`config.mk`:
```
export PLATFORM = sky130hd
export DESIGN_NAME = player_link_rx
export DESIGN_NICKNAME = d
export VERILOG_FILES = /design/src/rtl/warships_link_pkg.sv /design/src/rtl/link_sync.sv /design/src/rtl/player_link_rx.sv
export SDC_FILE = /design/constraint.sdc
export NUM_CORES = 1
export LEC_CHECK = 0
export ABC_AREA = 1
export BUFFER_PORTS_ARGS = -buffer_cell sky130_fd_sc_hd__buf_4
export CORE_MARGIN = 1.5
export CORE_UTILIZATION = 53
export DETAILED_ROUTE_END_ITERATION = 10
export GPL_ROUTABILITY_DRIVEN = 0
export GPL_TIMING_DRIVEN = 0
export PLACE_DENSITY = 0.75
export SETUP_SLACK_MARGIN = 0.1
export SLEW_MARGIN = 20
export SYNTH_ARGS = -nofsm -noshare
export SYNTH_HDL_FRONTEND = slang
export SYNTH_SLANG_ARGS = --single-unit
```
`constraint.sdc`:
```
create_clock -name clk -period 1.4 [get_ports clk]
set_input_delay 0.28 -clock clk [delete_from_list [all_inputs] [get_ports clk]]
set_output_delay 0.28 -clock clk [all_outputs]
set_load 0.05 [all_outputs]
```
`src/rtl/warships_link_pkg.sv`:
```
// warships_link_pkg: shared link frame layout constants and receiver state encoding
package warships_link_pkg;
  localparam int LINK_PAYLOAD_BITS = 10;
  localparam int LINK_CORDS_BITS = 8;
  localparam int HIT_POS = 8;
  localparam int READY_POS = 9;
  localparam logic LINK_IDLE_LEVEL = 1'b1;
  localparam logic [LINK_CORDS_BITS-1:0] NO_CORDS = 8'hFF;
  typedef enum logic [2:0] {IDLE, START, DATA, PARITY, STOP, ERR} link_rx_state_t;
endpackage

```
`src/rtl/link_sync.sv`:
```
// link_sync: STAGES-deep flop chain bringing an async level into the clk domain
module link_sync #(
  parameter int STAGES = 2,
  parameter logic RST_VAL = 1'b1
) (
  input  logic clk,
  input  logic rst,
  input  logic i_d,
  output logic o_q
);
  logic [STAGES-1:0] r_chain;
  // shift the async level through the chain; reset presets every flop to the idle level
  always_ff @(posedge clk)
    r_chain <= !rst ? {STAGES{RST_VAL}} : {r_chain[STAGES-2:0], i_d};
  assign o_q = r_chain[STAGES-1];
endmodule

```
`src/rtl/player_link_rx.sv`:
```
// player_link_rx: deserializes opponent link frames into {ready2, hit2, ship_cords_in}; LINK_PARITY_EN adds an even-parity bit
module player_link_rx
  import warships_link_pkg::*;
#(
  parameter int CLKS_PER_BIT = 564,
  parameter int SYNC_STAGES = 2
) (
  input  logic                       clk,
  input  logic                       rst,
  input  logic                       rx,
  output logic                       ready2,
  output logic                       hit2,
  output logic [LINK_CORDS_BITS-1:0] ship_cords_in,
  output logic                       frame_valid,
  output logic                       frame_err
);
  localparam int CW = $clog2(CLKS_PER_BIT);
  localparam logic [CW-1:0] FULL = CW'(CLKS_PER_BIT - 1);
  localparam logic [CW-1:0] HALF = CW'(CLKS_PER_BIT / 2 - 1);
`ifdef LINK_PARITY_EN
  localparam link_rx_state_t AFTER_DATA = PARITY;
`else
  localparam link_rx_state_t AFTER_DATA = STOP;
`endif
  link_rx_state_t r_state, w_state;
  logic [CW-1:0] r_cnt, w_cnt;
  logic [3:0] r_idx, w_idx;
  logic [LINK_PAYLOAD_BITS-1:0] r_shift, w_shift;
  logic r_par_ok, w_par_ok;
  logic w_rx_s, w_tick, w_done, w_fail;
  link_sync #(.STAGES(SYNC_STAGES), .RST_VAL(LINK_IDLE_LEVEL)) u_sync (
    .clk(clk),
    .rst(rst),
    .i_d(rx),
    .o_q(w_rx_s)
  );
  assign w_tick = r_cnt == '0;
  // next-state logic: every bit decision is taken at the bit centre when the baud counter hits zero
  always_comb begin
    w_state = r_state;
    w_cnt = w_tick ? r_cnt : r_cnt - 1'b1;
    w_idx = r_idx;
    w_shift = r_shift;
    w_par_ok = r_par_ok;
    w_done = 1'b0;
    w_fail = 1'b0;
    case (r_state)
      IDLE: if (!w_rx_s) begin
        w_state = START;
        w_cnt = HALF;
        w_par_ok = 1'b1;
      end
      START: if (w_tick) begin
        w_state = w_rx_s ? IDLE : DATA;
        w_cnt = FULL;
        w_idx = '0;
      end
      DATA: if (w_tick) begin
        w_shift = {w_rx_s, r_shift[LINK_PAYLOAD_BITS-1:1]};
        w_cnt = FULL;
        w_idx = r_idx + 1'b1;
        if (r_idx == 4'(LINK_PAYLOAD_BITS - 1)) begin
          w_state = AFTER_DATA;
          w_idx = '0;
        end
      end
`ifdef LINK_PARITY_EN
      PARITY: if (w_tick) begin
        w_state = STOP;
        w_cnt = FULL;
        w_par_ok = w_rx_s == ^r_shift;
      end
`endif
      STOP: if (w_tick) begin
        w_done = w_rx_s && r_par_ok;
        w_fail = !w_done;
        w_state = w_done ? IDLE : ERR;
        w_cnt = FULL;
      end
      ERR: begin
        w_cnt = w_rx_s ? w_cnt : FULL;
        if (w_rx_s && w_tick) w_state = IDLE;
      end
      default: w_state = IDLE;
    endcase
  end
  // state, counters and registered outputs; payload lands on the outputs together with frame_valid
  always_ff @(posedge clk)
    if (!rst) begin
      r_state <= IDLE;
      r_cnt <= '0;
      r_idx <= '0;
      r_shift <= '0;
      r_par_ok <= 1'b1;
      ready2 <= 1'b0;
      hit2 <= 1'b0;
      ship_cords_in <= NO_CORDS;
      frame_valid <= 1'b0;
      frame_err <= 1'b0;
    end else begin
      r_state <= w_state;
      r_cnt <= w_cnt;
      r_idx <= w_idx;
      r_shift <= w_shift;
      r_par_ok <= w_par_ok;
      frame_valid <= w_done;
      frame_err <= w_fail;
      if (w_done) begin
        ready2 <= r_shift[READY_POS];
        hit2 <= r_shift[HIT_POS];
        ship_cords_in <= r_shift[LINK_CORDS_BITS-1:0];
      end
    end
endmodule

```
# After elaboration in Yosys (flattened, before gate mapping)
# Index checks and enable logic that the tools add are counted.
# word_totals
mem_bits_ro,0
in_bits,3
elab_cells,53
mem_count,0
ramBits,0
regBits,41
latchBits,0
out_inout_bits,12
# op_classes
eq_ne,11
mux,20
addsub,2
n_bitwise,0
reduce_logical,10
order_cmp,0
n_shift,0
n_mul,0
div,0
# op_table
op,n
2-to-1 mux 10 bit,4
one-hot mux 10 bit (3 select lines),1
2-to-1 mux 3 bit,7
one-hot mux 3 bit (5 select lines),1
2-to-1 mux 4 bit,3
"!= test 2 bit, second input constant",6
logical NOT 10 bit,1
"subtractor 10 x 1 -> 10 bit, second input constant",1
one-hot mux 4 bit (2 select lines),1
"== test 3 bit, second input constant",2
AND reduction 3 bit,2
AND reduction 6 bit,1
"adder 4 x 1 -> 4 bit, second input constant",1
"== test 4 bit, second input constant",1
"== test 3 x 1 -> 1 bit, second input constant",1
"== test 3 x 2 -> 1 bit, second input constant",1
logical NOT 3 bit,1
OR reduction 3 bit,1
2-to-1 mux 1 bit,2
2-to-1 mux 2 bit,1
AND reduction 2 bit,1
nonzero test 2 bit,1
logical AND 1 bit,1
logical NOT 1 bit,1

# Depth between registers and ports, before layout
# depth
ltp_word,4
depth_mapped,11
mapped_depth_nobuf,11

# By module
# Synthesis repeated with hierarchy kept, for this count alone.
# unflattened
hier_cells,280
area_unflattened_um2,2043.2
# modules_own_cells
module,area_per_inst_um2,cells_per_inst,seq_area_each_um2,instances
player_link_rx,1988.2,274,780.7,1
link_sync,55.1,6,40.0,1

# Worst setup path after synthesis
# No wires, ideal clock.
# synth_timing
kind,register to register
start,register r_cnt[0]
end,register r_cnt[0]
arrival_time_ns,1.450
stages_incl_launch_ff,11
setup_slack_ns,-0.106
setup_ns,0.057
path_buffers,0
t_required_ns,1.343
synth_period_minus_slack_ns,1.506
cell_sequence,dfxtp_1 > inv_1 > ha_1 > nand3_2 > nor2_8 > inv_4 > ha_1 > inv_1 > o21ai_0 > nand2_1 > inv_1
# synth_via
elab_chain_len,4
word_cells_on_any_way,7
classes_between,add/sub (1); mux (5); reduce/logical (1)
# synth_lines
element,line,text
"start, declared",player_link_rx.sv:26,"logic [CW-1:0] r_cnt, w_cnt;"
"start signal, assigned",player_link_rx.sv:102,r_cnt <= w_cnt;
subtractor 10 x 1 -> 10 bit or logical NOT 10 bit (tied branches),"player_link_rx.sv:41, player_link_rx.sv:37",
2-to-1 mux 10 bit,player_link_rx.sv:41,w_cnt = w_tick ? r_cnt : r_cnt - 1'b1;
2-to-1 mux 10 bit (on tied branches),--,
one-hot mux 10 bit (3 select lines) (*),player_link_rx.sv:47,case (r_state)
# Mark *: on every way between the ends. The rest lies on a longest branch, timed or not.
# A chain may end at the register's enable or synchronous reset.

# Worst setup path in the final report
# layout_timing
start,register r_cnt[1]
end,register r_cnt[0]
# layout_via
elab_chain_len,4
word_cells_on_any_way,6
classes_between,mux (5); reduce/logical (1)
# layout_lines
element,line,text
logical NOT 10 bit (*),player_link_rx.sv:37,assign w_tick = r_cnt == '0;
2-to-1 mux 10 bit,player_link_rx.sv:41,
2-to-1 mux 10 bit (on tied branches),--,
one-hot mux 10 bit (3 select lines) (*),player_link_rx.sv:47,
# Marked as above.

==> flow_summary.json <==
{
  "status": "complete, but fails checks",
  "violations": "setup timing",
  "p_int_uw": 2850,
  "numCtsBuffers": 5,
  "drive_gt1_share_pct": 42.4,
  "core_area_um2": 3420,
  "p_sw_share_pct": 46.3,
  "clockBufferDepth": 2,
  "io_pins": 15,
  "startpoint_type": "register",
  "finalHoldViolCount": 0,
  "synthesis.area_um2": 1950,
  "io_buffers": 14,
  "clkLatencyLatePin_ns": 0.36,
  "cts_tree": "yes",
  "pwr-share-seq_pct": 29.2,
  "min_path_cells": 2,
  "crit_buf_inv": 4,
  "drc": 0,
  "cts-root-buf": "clkbuf_4",
  "dp_hpwl_um": 2800,
  "period_needed_ns": 1.51,
  "grt_pass1_wl_um": 7510,
  "clock_skew_ns": 0.00883,
  "diodes": 0,
  "fp.dieW_um": 63.6,
  "synth.distinct_cells": 31,
  "die_y_um": 63.6,
  "ff2ff_path_depth": 10,
  "viasPerCell": 5.38,
  "nNetsFinal": 303,
  "pwr-share-clk_pct": 11.2,
  "final_max_slew_viol_count": 0,
  "setup_viol": 36,
  "wl_per_cell_um": 14.1,
  "grt_pass1_vias": 1705,
  "rows": 21,
  "period_share_pct": 108,
  "fmax_mhz": 663,
  "vias": 1836,
  "initial_core_util_pct": 57.0,
  "power.leakage_uw": 0.00113,
  "dp_cells": 321,
  "ys_seq_area_share_pct": 42.2,
  "antenna_found_initial": 0,
  "path_cells": "inv_2 > ha_4 > nand3_4 > nor2_8 > inv_6 > ha_4 > inv_2 > o21ai_2 > nand2_1 > inv_1",
  "drt-total-wl_um": 4810,
  "antenna_left": 0,
  "cts.htree.levels": 2,
  "crit_fanout": 7,
  "mappedNetlistNets": 269,
  "hp-class": "in2reg",
  "yosys_register_bits": 41,
  "layout.cells.non_filler": 341,
  "pwr-share-comb_pct": 59.6,
  "irDropWorstVdd_mv": 1.25,
  "drtIter0Drc": 103,
  "placed_area_um2": 2150,
  "maxCapViolCount": 0,
  "switchingPower_uw": 2460,
  "grtUsageTotal_pct": 23.7,
  "max_stage_delay_ns": 0.34,
  "endpoint_kind": "register",
  "clkSinkCount": 41,
  "clk_pin_slew_ns": 0.12,
  "dr.pass1.iters": 6,
  "holdWs_ns": 0.0926,
  "path_class": "reg2reg",
  "rsz0062_at_grt": "true",
  "place_ws_ns": -0.192,
  "finalWorstSetupSlack_ns": -0.108,
  "slew_headroom_pct": 54.1,
  "area_delta_synth_final_pct": 37.0,
  "crit_slowest_cell": "dfxtp_2",
  "grt_max_degree": 13,
  "yosys_warnings": 0,
  "fin_total_pwr_uw": 5310,
  "power_density_nw_per_um2": 1990,
  "final_cell_area_um2": 2670,
  "max_slew.worst_pin.slew_ns": 0.689,
  "worst-path-stages": 10,
  "dieArea_um2": 4040,
  "netlist_instances": 261,
  "syn_area_per_cell_um2": 7.45,
  "worst_ep_arrival_time_ns": 1.82,
  "cp_top_family": "adder cells",
  "grt_overflow": 0,
  "required_ns": 1.71
}
## metrics by stage
stage               util (%)  setup TNS, ns
floorplan                  -        -0.0385
global placement        63.0          -1.92
detailed placement      63.0          -2.91
CTS                     70.5         -0.560
global route            78.0          -4.22
finish                  78.0          -1.87
## synthesized netlist by cell type, drive strengths merged
cell	instances	area (um2)
o211ai	2	25.0
xnor2	1	8.76
ha	5	62.6
buf	4	25.0
a21oi	24	124
dfxtp	41	821
nor2	24	106
inv	31	119
o21ai	12	60.1
clkbuf	3	11.3
xor2	4	35.0
nor3b	2	20.0
clkinv	2	7.51
nand3	32	205
nand4	3	18.8
nand2	64	253
or2	3	18.8
nor3	4	25.0
## registers in the layout, indices dropped and copies added, names as in the netlist
| name | cells |
|---|---|
| r_cnt | 10 |
| r_idx | 4 |
| ready2 | 1 |
| hit2 | 1 |
| frame_valid | 1 |
| u_sync.r_chain | 2 |
| r_state | 3 |
| ship_cords_in | 8 |
| frame_err | 1 |
| r_shift | 10 |
## routing by layer
layer | vias to the layer above | wire [um] | global-route usage, %
met5 | - | 0 | 0
met4 | 0 | 137 | 8.97
met3 | 18 | 199 | 5.89
met2 | 45 | 2400 | 39.5
met1 | 866 | 2080 | 29.5
li1 | 907 | - | -
## power by group through the flow
stage	Combinational, uW	Sequential [uW]	Clock, uW
after floorplan	1840	1530	0
after global placement	2180	1530	0
after detailed placement	2240	1540	0
after CTS	2710	1520	589
after global routing	3500	1570	640
final	3160	1550	593
## logic make-up (layout without fill, tap and decap cells)
| logic type | count (synthesis) | count (layout) | share of synthesized area [%] |
|---|---|---|---|
| buf+inv | 40 | 74 | 8.36 |
| xor+xnor | 5 | 5 | 2.25 |
| compound gates | 38 | 38 | 10.7 |
| simple gates | 132 | 132 | 33.2 |
| fa+ha+maj | 5 | 5 | 3.22 |
| flops | 41 | 41 | 42.2 |
## what timing repair did
action | in CTS | in global routing
resized for setup | 34 | 66
setup buffers | 9 | 2
endpoints found under the setup margin | 38 | 39
gates cloned | 2 | 0
endpoints found under the hold margin | 0 | 0
hold buffers | 0 | 0
pin swaps | 5 | 10
## cell type report
cell class	count	area, um2
Clock inverter	1	8.76
Buffer	7	53.8
Sequential cell	41	831
Timing Repair Buffer	27	246
Fill cell	230	751
Inverter	33	135
Multi-Input combinational cell	180	1290
Tap cell	46	57.6
Clock buffer	6	41.3
## path summary, 6_finish.rpt
path	from	end	slack, ns
worst max-delay path	r_cnt[1]$_SDFF_PN0_	r_cnt[0]$_SDFF_PN0_	-0.11
worst max register to register	r_cnt[1]$_SDFF_PN0_	r_cnt[0]$_SDFF_PN0_	-0.11
worst min-delay path	rx	u_sync.r_chain[0]$_SDFF_PN1_	0.09
worst min register to register	u_sync.r_chain[0]$_SDFF_PN1_	u_sync.r_chain[1]$_SDFF_PN1_	0.43
## cell usage in the layout, fill, tap and decap left out, types with 5 or more instances in the layout
cell type  synthesis  final
o21ai_0            9      5
inv_2              2      5
nor2_2             0      5
nand2_4            1     15
a21oi_2            1     10
nand2_1           61     39
buf_4              2     22
a21oi_1           23     13
clkbuf_4           0      5
dfxtp_2            0      8
dfxtp_1           41     33
inv_1             28     24
nand3_1           26     18
nand2_2            2      9
nand3_2            4     10
nor2_1            23     15
Power figures use the tool's default switching activity.
